## config.mk

```make
export PLATFORM = sky130hd
export DESIGN_NAME = mips_mc_ctrl
export DESIGN_NICKNAME = d
export VERILOG_FILES = /design/src/rtl/mips_pkg.sv /design/src/rtl/mips_mc_next_state.sv /design/src/rtl/mips_mc_ctrl.sv
export SDC_FILE = /design/constraint.sdc
export NUM_CORES = 1
export LEC_CHECK = 0
export BUFFER_PORTS_ARGS = -buffer_cell sky130_fd_sc_hd__buf_2
export CAP_MARGIN = 10
export CORE_MARGIN = 3
export CORE_UTILIZATION = 29
export CTS_CLUSTER_SIZE = 20
export DETAILED_ROUTE_END_ITERATION = 16
export PLACE_DENSITY = 0.53
export SLEW_MARGIN = 10
export SYNTH_ARGS = -nofsm -noshare
export SYNTH_HDL_FRONTEND = slang
export SYNTH_SLANG_ARGS = --single-unit
```

## constraint.sdc

```tcl
create_clock -name CLK -period 3.1 [get_ports CLK]
set_input_delay 0.775 -clock CLK [delete_from_list [all_inputs] [get_ports CLK]]
set_output_delay 0.775 -clock CLK [all_outputs]
set_load 0.02 [all_outputs]
```

## src/rtl/mips_pkg.sv

```systemverilog
// Shared definitions for the multi-cycle MIPS control unit: FSM state
// encoding, opcode/funct constants, ALU operation codes and datapath mux
// select codes. The HALT state only exists when MIPS_MC_TIMEOUT_EN is defined.
package mips_pkg;

    // Control FSM states; the numeric values are visible on the debug port.
    typedef enum logic [3:0] {
        S_FETCH    = 4'd0,
        S_DECODE   = 4'd1,
        S_R_EXEC   = 4'd2,
        S_R_WB     = 4'd3,
        S_I_EXEC   = 4'd4,
        S_I_WB     = 4'd5,
        S_MEM_ADDR = 4'd6,
        S_MEM_RD   = 4'd7,
        S_MEM_WB   = 4'd8,
        S_MEM_WR   = 4'd9,
        S_BRANCH   = 4'd10,
        S_JUMP     = 4'd11,
        S_JAL      = 4'd12,
        S_JR       = 4'd13
`ifdef MIPS_MC_TIMEOUT_EN
        , S_HALT   = 4'd14
`endif
    } state_t;

    // Opcode field values (IR[31:26])
    localparam logic [5:0] OP_RTYPE = 6'h00;
    localparam logic [5:0] OP_J     = 6'h02;
    localparam logic [5:0] OP_JAL   = 6'h03;
    localparam logic [5:0] OP_BEQ   = 6'h04;
    localparam logic [5:0] OP_BNE   = 6'h05;
    localparam logic [5:0] OP_ADDI  = 6'h08;
    localparam logic [5:0] OP_ADDIU = 6'h09;
    localparam logic [5:0] OP_SLTI  = 6'h0A;
    localparam logic [5:0] OP_ANDI  = 6'h0C;
    localparam logic [5:0] OP_ORI   = 6'h0D;
    localparam logic [5:0] OP_LUI   = 6'h0F;
    localparam logic [5:0] OP_LW    = 6'h23;
    localparam logic [5:0] OP_SW    = 6'h2B;

    // Funct field value for jr (IR[5:0])
    localparam logic [5:0] FN_JR = 6'h08;

    // ALU operation codes understood by the existing ALU
    localparam logic [4:0] ALU_ADD   = 5'd0;
    localparam logic [4:0] ALU_SUB   = 5'd1;
    localparam logic [4:0] ALU_AND   = 5'd2;
    localparam logic [4:0] ALU_OR    = 5'd3;
    localparam logic [4:0] ALU_SLT   = 5'd4;
    localparam logic [4:0] ALU_LUI   = 5'd5;
    localparam logic [4:0] ALU_RTYPE = 5'd31;

    // PCSrc selects
    localparam logic [1:0] PCSRC_ALU    = 2'b00;
    localparam logic [1:0] PCSRC_ALUOUT = 2'b01;
    localparam logic [1:0] PCSRC_JUMP   = 2'b10;
    localparam logic [1:0] PCSRC_RS     = 2'b11;

    // RegDst selects
    localparam logic [1:0] REGDST_RT = 2'b00;
    localparam logic [1:0] REGDST_RD = 2'b01;
    localparam logic [1:0] REGDST_RA = 2'b10;

    // MemToReg selects
    localparam logic [1:0] MTR_ALUOUT = 2'b00;
    localparam logic [1:0] MTR_MDR    = 2'b01;
    localparam logic [1:0] MTR_PC     = 2'b10;

    // ALUSrcB selects
    localparam logic [1:0] SRCB_RT    = 2'b00;
    localparam logic [1:0] SRCB_FOUR  = 2'b01;
    localparam logic [1:0] SRCB_IMM   = 2'b10;
    localparam logic [1:0] SRCB_IMMSH = 2'b11;

    // True for the immediate-ALU opcodes that go through I_EXEC
    function automatic logic isIExecOp(input logic [5:0] op);
        return (op == OP_ADDI) || (op == OP_ADDIU) || (op == OP_SLTI) ||
               (op == OP_ANDI) || (op == OP_ORI)   || (op == OP_LUI);
    endfunction

endpackage

```

## src/rtl/mips_mc_next_state.sv

```systemverilog
// Next-state decode for the multi-cycle control FSM. Purely combinational:
// current state plus OpCode/Funct/MemRdy give the following state, and an
// illegal-instruction flag that is only meaningful in DECODE. Timeout
// handling (MIPS_MC_TIMEOUT_EN) is layered on top of this in mips_mc_ctrl.
module mips_mc_next_state
    import mips_pkg::*;
(
    input  state_t     state,
    input  logic [5:0] OpCode,
    input  logic [5:0] Funct,
    input  logic       MemRdy,
    output state_t     nextState,
    output logic       illegalOp
);

    // Instruction sequencing; memory states hold until MemRdy
    always_comb begin
        nextState = state;
        illegalOp = 1'b0;
        case (state)
            S_FETCH: begin
                if (MemRdy) nextState = S_DECODE;
            end
            S_DECODE: begin
                if (OpCode == OP_RTYPE) begin
                    nextState = (Funct == FN_JR) ? S_JR : S_R_EXEC;
                end else if ((OpCode == OP_LW) || (OpCode == OP_SW)) begin
                    nextState = S_MEM_ADDR;
                end else if ((OpCode == OP_BEQ) || (OpCode == OP_BNE)) begin
                    nextState = S_BRANCH;
                end else if (OpCode == OP_J) begin
                    nextState = S_JUMP;
                end else if (OpCode == OP_JAL) begin
                    nextState = S_JAL;
                end else if (isIExecOp(OpCode)) begin
                    nextState = S_I_EXEC;
                end else begin
                    // Unsupported instruction retires as a NOP
                    nextState = S_FETCH;
                    illegalOp = 1'b1;
                end
            end
            S_R_EXEC:   nextState = S_R_WB;
            S_I_EXEC:   nextState = S_I_WB;
            S_MEM_ADDR: nextState = (OpCode == OP_LW) ? S_MEM_RD : S_MEM_WR;
            S_MEM_RD: begin
                if (MemRdy) nextState = S_MEM_WB;
            end
            S_MEM_WR: begin
                if (MemRdy) nextState = S_FETCH;
            end
`ifdef MIPS_MC_TIMEOUT_EN
            S_HALT:     nextState = S_HALT;
`endif
            // Write-back, branch and jump states all retire in one cycle
            default:    nextState = S_FETCH;
        endcase
    end

endmodule

```

## src/rtl/mips_mc_ctrl.sv

```systemverilog
// Multi-cycle MIPS control unit. Holds the FSM state register and decodes
// the datapath controls from the current state. Memory accesses use a
// req/rdy handshake: MemReq stays high (with MemWE/IorD steady) until the
// cycle in which MemRdy is seen high; that cycle completes the access.
// Optional build macro MIPS_MC_TIMEOUT_EN adds a wait counter that abandons
// a stalled access after WAIT_MAX cycles, sets sticky BusErr and parks the
// FSM in HALT until reset. Without it BusErr is tied low.
// DbgState exposes the raw state encoding for checkers.
module mips_mc_ctrl
    import mips_pkg::*;
#(
    parameter int ALUOP_W  = 5,
    parameter int WAIT_MAX = 15,
    parameter int CNT_W    = 4
) (
    input  logic               CLK,
    input  logic               RST,
    input  logic [5:0]         OpCode,
    input  logic [5:0]         Funct,
    input  logic               Zero,
    input  logic               MemRdy,
    output logic               MemReq,
    output logic               MemWE,
    output logic               IorD,
    output logic               IRWrite,
    output logic               PCWrite,
    output logic [1:0]         PCSrc,
    output logic               RegWrite,
    output logic [1:0]         RegDst,
    output logic [1:0]         MemToReg,
    output logic               ALUSrcA,
    output logic [1:0]         ALUSrcB,
    output logic               ExtOp,
    output logic [ALUOP_W-1:0] ALUOp,
    output logic               InstrDone,
    output logic               Illegal,
    output logic               BusErr,
    output logic [3:0]         DbgState
);

    if (2**CNT_W <= WAIT_MAX) begin : gCntWidthCheck
        $error("mips_mc_ctrl: CNT_W too narrow to count to WAIT_MAX");
    end

    state_t state;
    state_t nextState;
    logic   illegalOp;

    mips_mc_next_state uNextState (
        .state     (state),
        .OpCode    (OpCode),
        .Funct     (Funct),
        .MemRdy    (MemRdy),
        .nextState (nextState),
        .illegalOp (illegalOp)
    );

`ifdef MIPS_MC_TIMEOUT_EN
    logic [CNT_W-1:0] waitCnt;
    logic             waiting;
    logic             timeout;
    logic             busErrQ;

    // A stall cycle is any cycle with an outstanding, unanswered request
    assign waiting = MemReq && !MemRdy;
    // The WAIT_MAX-th consecutive stall cycle abandons the access
    assign timeout = waiting && (waitCnt == CNT_W'(WAIT_MAX - 1));

    // State register, wait counter and sticky bus-error flag
    always_ff @(posedge CLK or negedge RST) begin
        if (!RST) begin
            state   <= S_FETCH;
            waitCnt <= '0;
            busErrQ <= 1'b0;
        end else if (timeout) begin
            state   <= S_HALT;
            waitCnt <= '0;
            busErrQ <= 1'b1;
        end else begin
            state   <= nextState;
            // Memory states only exit on MemRdy, so clearing whenever we are
            // not stalled also clears on every state change
            waitCnt <= waiting ? (waitCnt + CNT_W'(1)) : '0;
        end
    end

    assign BusErr = busErrQ;
`else
    // State register
    always_ff @(posedge CLK or negedge RST) begin
        if (!RST) begin
            state <= S_FETCH;
        end else begin
            state <= nextState;
        end
    end

    assign BusErr = 1'b0;
`endif

    assign DbgState = state;

    // Moore output decode; only the handshake-completion strobes look at MemRdy
    always_comb begin
        MemReq    = 1'b0;
        MemWE     = 1'b0;
        IorD      = 1'b0;
        IRWrite   = 1'b0;
        PCWrite   = 1'b0;
        PCSrc     = PCSRC_ALU;
        RegWrite  = 1'b0;
        RegDst    = REGDST_RT;
        MemToReg  = MTR_ALUOUT;
        ALUSrcA   = 1'b0;
        ALUSrcB   = SRCB_RT;
        ExtOp     = 1'b0;
        ALUOp     = ALUOP_W'(ALU_ADD);
        InstrDone = 1'b0;
        Illegal   = 1'b0;
        case (state)
            S_FETCH: begin
                // Instruction read from PC while the ALU forms PC+4
                MemReq  = 1'b1;
                ALUSrcB = SRCB_FOUR;
                IRWrite = MemRdy;
                PCWrite = MemRdy;
            end
            S_DECODE: begin
                // Branch target precomputed into ALUOut
                ALUSrcB = SRCB_IMMSH;
                ExtOp   = 1'b1;
                Illegal = illegalOp;
            end
            S_R_EXEC: begin
                ALUSrcA = 1'b1;
                ALUOp   = ALUOP_W'(ALU_RTYPE);
            end
            S_R_WB: begin
                RegWrite  = 1'b1;
                RegDst    = REGDST_RD;
                InstrDone = 1'b1;
            end
            S_I_EXEC: begin
                ALUSrcA = 1'b1;
                ALUSrcB = SRCB_IMM;
                // Logical immediates are zero-extended
                ExtOp   = !((OpCode == OP_ANDI) || (OpCode == OP_ORI));
                if (OpCode == OP_SLTI)      ALUOp = ALUOP_W'(ALU_SLT);
                else if (OpCode == OP_ANDI) ALUOp = ALUOP_W'(ALU_AND);
                else if (OpCode == OP_ORI)  ALUOp = ALUOP_W'(ALU_OR);
                else if (OpCode == OP_LUI)  ALUOp = ALUOP_W'(ALU_LUI);
                else                        ALUOp = ALUOP_W'(ALU_ADD);
            end
            S_I_WB: begin
                RegWrite  = 1'b1;
                InstrDone = 1'b1;
            end
            S_MEM_ADDR: begin
                ALUSrcA = 1'b1;
                ALUSrcB = SRCB_IMM;
                ExtOp   = 1'b1;
            end
            S_MEM_RD: begin
                MemReq = 1'b1;
                IorD   = 1'b1;
            end
            S_MEM_WB: begin
                RegWrite  = 1'b1;
                MemToReg  = MTR_MDR;
                InstrDone = 1'b1;
            end
            S_MEM_WR: begin
                MemReq    = 1'b1;
                MemWE     = 1'b1;
                IorD      = 1'b1;
                InstrDone = MemRdy;
            end
            S_BRANCH: begin
                ALUSrcA   = 1'b1;
                ALUOp     = ALUOP_W'(ALU_SUB);
                PCSrc     = PCSRC_ALUOUT;
                PCWrite   = (OpCode == OP_BNE) ? !Zero : Zero;
                InstrDone = 1'b1;
            end
            S_JUMP: begin
                PCSrc     = PCSRC_JUMP;
                PCWrite   = 1'b1;
                InstrDone = 1'b1;
            end
            S_JAL: begin
                // PC already holds the return address (PC+4) from FETCH
                PCSrc     = PCSRC_JUMP;
                PCWrite   = 1'b1;
                RegWrite  = 1'b1;
                RegDst    = REGDST_RA;
                MemToReg  = MTR_PC;
                InstrDone = 1'b1;
            end
            S_JR: begin
                PCSrc     = PCSRC_RS;
                PCWrite   = 1'b1;
                InstrDone = 1'b1;
            end
            default: begin
                // HALT: every strobe stays low until reset
            end
        endcase
    end

endmodule

```

==> results <==
- Clock latency on the worst-skew pair, taken at its later pin, is approximately 0.23 ns.
- In this run, post-CTS hold repair placed 0 buffers.
- Dividing the detail-routed wire length by the instance count gives roughly 13 um.
- Clock tree synthesis inserted a total of 3 buffers.
- Setup slack closes at around 0.10 ns.
- Across the run, the number of max-cap violations was 0.
- The top cell type by area accounts for about an eighth of the synthesized area.
- The initial antenna violation count is 0.
- TritonCTS built the clock tree.
- The setup-violating endpoint count in the final report is 0.
- Timing analysis after detailed placement gives a worst setup slack of 0.104 ns.
- STA classifies the critical path endpoint as an output pin.
- For this block, wires on met1 add up to about 1100 um.
- The most numerous cell type found on the critical path is sky130_fd_sc_hd__buf_2.
- Input and output buffers added on the ports amount to 42.
- The count of final max-slew check failures is 0.
- Measured along the y axis, the die boundary spans between 50 and 60 um.
- The number of global-route vias before repair is around 860.
- The post-synth design cell area is just over 800 um2.
- Detailed routing placed a total of between 1000 and 1500 um of wire on met2.
- For this run, the leading register cell type out of synthesis is sky130_fd_sc_hd__dfrtp_1.
- After routing the design area is 1040 um2.
- Clock skew on the completed layout was measured at ~0.0026 ns.
- Timing would allow up to approximately 0.33 GHz.
- The highest-delay cell along the critical path is sky130_fd_sc_hd__or4b_4.
- The total count of hold-check failures in the final report was 0.
- The total wire length is roughly 2400 um.
- Traced cell by cell, the critical path runs through buf_2 > or4b_4 > o31a_1 > o311ai_1 > nand2b_1 > buf_2.
- For the worst setup path, the data arrival time is 2.22 ns.
- The maximum VDD drop is between 300 and 400 uV.
- Clock-pin slew was measured on the worst setup and hold paths at about 0.04 ns.
- The kind of critical path is input pin to output pin.
- The register with the most flip-flops in the layout has 4 of them.
- The total overflow reported by the global router is 0.
- The proportion of synthesized chip area in sequential cells is about an eighth.
- Global routing consumed, over all layers together, between 10% and 20% of the routing resources.
- The area of the die is 3510 um2.
- The leakage power of the design is 0.509 nW.
- After detailed routing, the number of remaining DRC violations is 0.
- The total cell area at the placement stage is a little over 1000 um2.
- The floorplan step defined a core boundary enclosing 2590 um2.
- At the pin with the least slew margin, the transition time is a little over 0.6 ns.
- The total number of vias is 1,011.
- The tree is rooted in a sky130_fd_sc_hd__clkbuf_4.
- The ratio of total power to cell area is between 700 and 800 nW/um2.
- The number of buffers inserted by post-CTS setup repair is 0.
- Together, buffers and inverters on the worst path number 2.
- Along the worst path, the maximum fanout reaches 3.
- The worst hold path belongs to the class input pin to asynchronous set/reset pin.
- The flow ran to the end, and the final reports show no timing, DRC or antenna violations.
- sky130_fd_sc_hd__dfrtp_1 takes more of the synthesized area than any other cell.
- For this design, the sink count on the clock tree is 4.
- The detailed-route vias per instance is ~5.4.
- The distinct cell type count after synthesis is 44.
- The data required time of the critical path is approximately 2.3 ns.
- The area growth from synthesis to layout is 26.9%.
- The wire-length estimate of the detail-placed layout is 1830 um.
- The worst hold-check slack is around 0.34 ns.
- The H-tree depth is 1.
- Summed over all failing endpoints, the final setup total negative slack is 0 ns.
- The detailed router finished its first iteration with 69 violations.
- The longest clock path from root to sink contains 2 buffers.
- Counting flops with a built-in enable in the synthesized netlist gives 0.
- Measured against its own limit, the worst slew margin works out to just under 60%.
- The gate count after technology mapping is around 120.
- 44 I/O pins were placed.
- The final critical path takes up around 97% of the cycle.
- The share of flip-flops with an asynchronous set or reset is 100%.
- Entering global routing, the biggest net connects 23 pins.
- 0 antenna diodes ended up in the layout.
- The highest metal layer carrying signal wires in the routed design is met4.
- The minimum clock period is roughly 3 ns.
- The share of post-route cells with drive strength above 1 is between 30% and 40%.
- At the end of the flow, the number of nets in the layout was 174.
- Counting every net in the synthesized netlist gives roughly 140.
- The Yosys warning count is 0.
- The average cell area after synthesis is 6.80 um2.
- In this run the horizontal extent of the chip is ~59 um.
- The first detailed-routing pass ran for 5 iterations.
- The kind of cell with the highest combined delay on the critical path is simple AND/OR/NAND/NOR gates.
- The largest single stage delay on the critical path is 0.55 ns.
- The critical path launch point type is an input pin.
- The starting density of the core is 31.8%.
- At the end of routability-driven placement, the weighted congestion stood at about 0.77.
- The first global-routing pass estimated approximately 4000 um of wire.
- In the detailed route, the total length drawn on met3 is roughly 230 um.
- In the post-synthesis netlist, the biggest area contributors are sky130_fd_sc_hd__dfrtp_1, sky130_fd_sc_hd__nor3_1, sky130_fd_sc_hd__nand2b_1, sky130_fd_sc_hd__nand2_1, sky130_fd_sc_hd__o21ai_0.
- The number of flip-flops and latches in the synthesized netlist is 4.
- Setup repair after global routing left no endpoint under its margin.
- Once detail routing completed, the nets flagged for antenna violations numbered 0.
- The number of gates resized after cts is 0.
- The floorplan has 18 rows.
[cells in the mapped netlist, types with 3 or more instances]
| master | count |
|---|---|
| sky130_fd_sc_hd__nand2_1 | 10 |
| sky130_fd_sc_hd__nor3_1 | 10 |
| sky130_fd_sc_hd__clkbuf_1 | 9 |
| sky130_fd_sc_hd__nand2b_1 | 7 |
| sky130_fd_sc_hd__nor2_1 | 7 |
| sky130_fd_sc_hd__o21ai_0 | 7 |
| sky130_fd_sc_hd__a21oi_1 | 5 |
| sky130_fd_sc_hd__inv_1 | 5 |
| sky130_fd_sc_hd__nor2b_1 | 5 |
| sky130_fd_sc_hd__buf_4 | 4 |
| sky130_fd_sc_hd__dfrtp_1 | 4 |
| sky130_fd_sc_hd__nor4_1 | 3 |
| sky130_fd_sc_hd__nor4b_1 | 3 |
[final cells by class]
| class | instances | area (um2) |
|---|---|---|
| Clock buffer | 3 | 22.5 |
| Fill cell | 279 | 1550 |
| Inverter | 5 | 18.8 |
| Multi-Input combinational cell | 97 | 618 |
| Sequential cell | 4 | 100 |
| Tap cell | 30 | 37.5 |
| Timing Repair Buffer | 47 | 248 |
[per-stage QoR]
| stage | instances | utilization (%) | power [mW] |
|---|---|---|---|
| final | 186 | 40.3 | 0.752 |
| after CTS | 186 | 40.3 | 0.757 |
| after global routing | 186 | 40.3 | 0.822 |
| after floorplan | 121 | - | 0.528 |
| after detailed placement | 183 | 39.5 | 0.691 |
| after global placement | 183 | 39.5 | 0.689 |
[power by group]
part           total, mW  leakage (nW)  internal (mW)  switching, mW
Combinational      0.550         0.442          0.211          0.339
Clock             0.0646        0.0138         0.0433         0.0213
Sequential         0.137        0.0534         0.0679         0.0687
Total              0.752         0.509          0.322          0.429
[kinds of logic (layout without fill, tap and decap cells)]
logic type,after synthesis,count (layout),share of synthesized area (%)
flip-flops,4,4,12.2
XOR/XNOR,2,2,2.13
AO/OA/AOI/OAI,33,33,28.0
buffers and inverters,20,55,12.8
other,1,1,0.455
AND/OR/NAND/NOR,59,59,42.1
multiplexers,2,2,2.43
[placed cells by master, fill, tap and decap left out, types with 2 or more instances in the layout]
| cell | synthesis | final |
|---|---|---|
| sky130_fd_sc_hd__nor4b_1 | 3 | 3 |
| sky130_fd_sc_hd__nor3b_1 | 2 | 2 |
| sky130_fd_sc_hd__xnor2_1 | 2 | 2 |
| sky130_fd_sc_hd__and3_1 | 2 | 2 |
| sky130_fd_sc_hd__a21oi_1 | 5 | 5 |
| sky130_fd_sc_hd__nor2_1 | 7 | 7 |
| sky130_fd_sc_hd__nand2_1 | 10 | 10 |
| sky130_fd_sc_hd__and2_1 | 2 | 2 |
| sky130_fd_sc_hd__a211oi_1 | 2 | 2 |
| sky130_fd_sc_hd__nor4_1 | 3 | 3 |
| sky130_fd_sc_hd__a31oi_1 | 2 | 2 |
| sky130_fd_sc_hd__buf_2 | 0 | 42 |
| sky130_fd_sc_hd__clkbuf_4 | 0 | 3 |
| sky130_fd_sc_hd__a211o_1 | 2 | 2 |
| sky130_fd_sc_hd__nor2b_1 | 5 | 5 |
| sky130_fd_sc_hd__dfrtp_1 | 4 | 4 |
| sky130_fd_sc_hd__mux2i_1 | 2 | 2 |
| sky130_fd_sc_hd__o31a_1 | 2 | 2 |
| sky130_fd_sc_hd__nor3_1 | 10 | 10 |
| sky130_fd_sc_hd__o21ai_0 | 7 | 7 |
| sky130_fd_sc_hd__inv_1 | 5 | 5 |
| sky130_fd_sc_hd__nand2b_1 | 7 | 7 |
| sky130_fd_sc_hd__a32o_1 | 2 | 2 |
| sky130_fd_sc_hd__buf_4 | 4 | 5 |
[metal layers]
metal,vias to the layer above,global-route usage (%)
li1,511,-
met1,443,20.6
met2,55,21.1
met3,2,2.40
met4,0,4.85
met5,-,0
[path summary, 6_finish.rpt]
check | startpoint | end | slack [ns] | cells after the start
max in group asynchronous | RST | DbgState[1] | 2.65 | 1
worst min-delay path | RST | DbgState[0] | 0.34 | 1
min in group CLK | DbgState[1] | DbgState[2] | 0.69 | 2
worst max-delay path | OpCode[1] | PCWrite | 0.10 | 6
worst min register to register | DbgState[1] | DbgState[2] | 0.69 | 2
worst max register to register | DbgState[0] | DbgState[2] | 1.23 | 4
No activity file was read; power rests on OpenSTA's default activity.
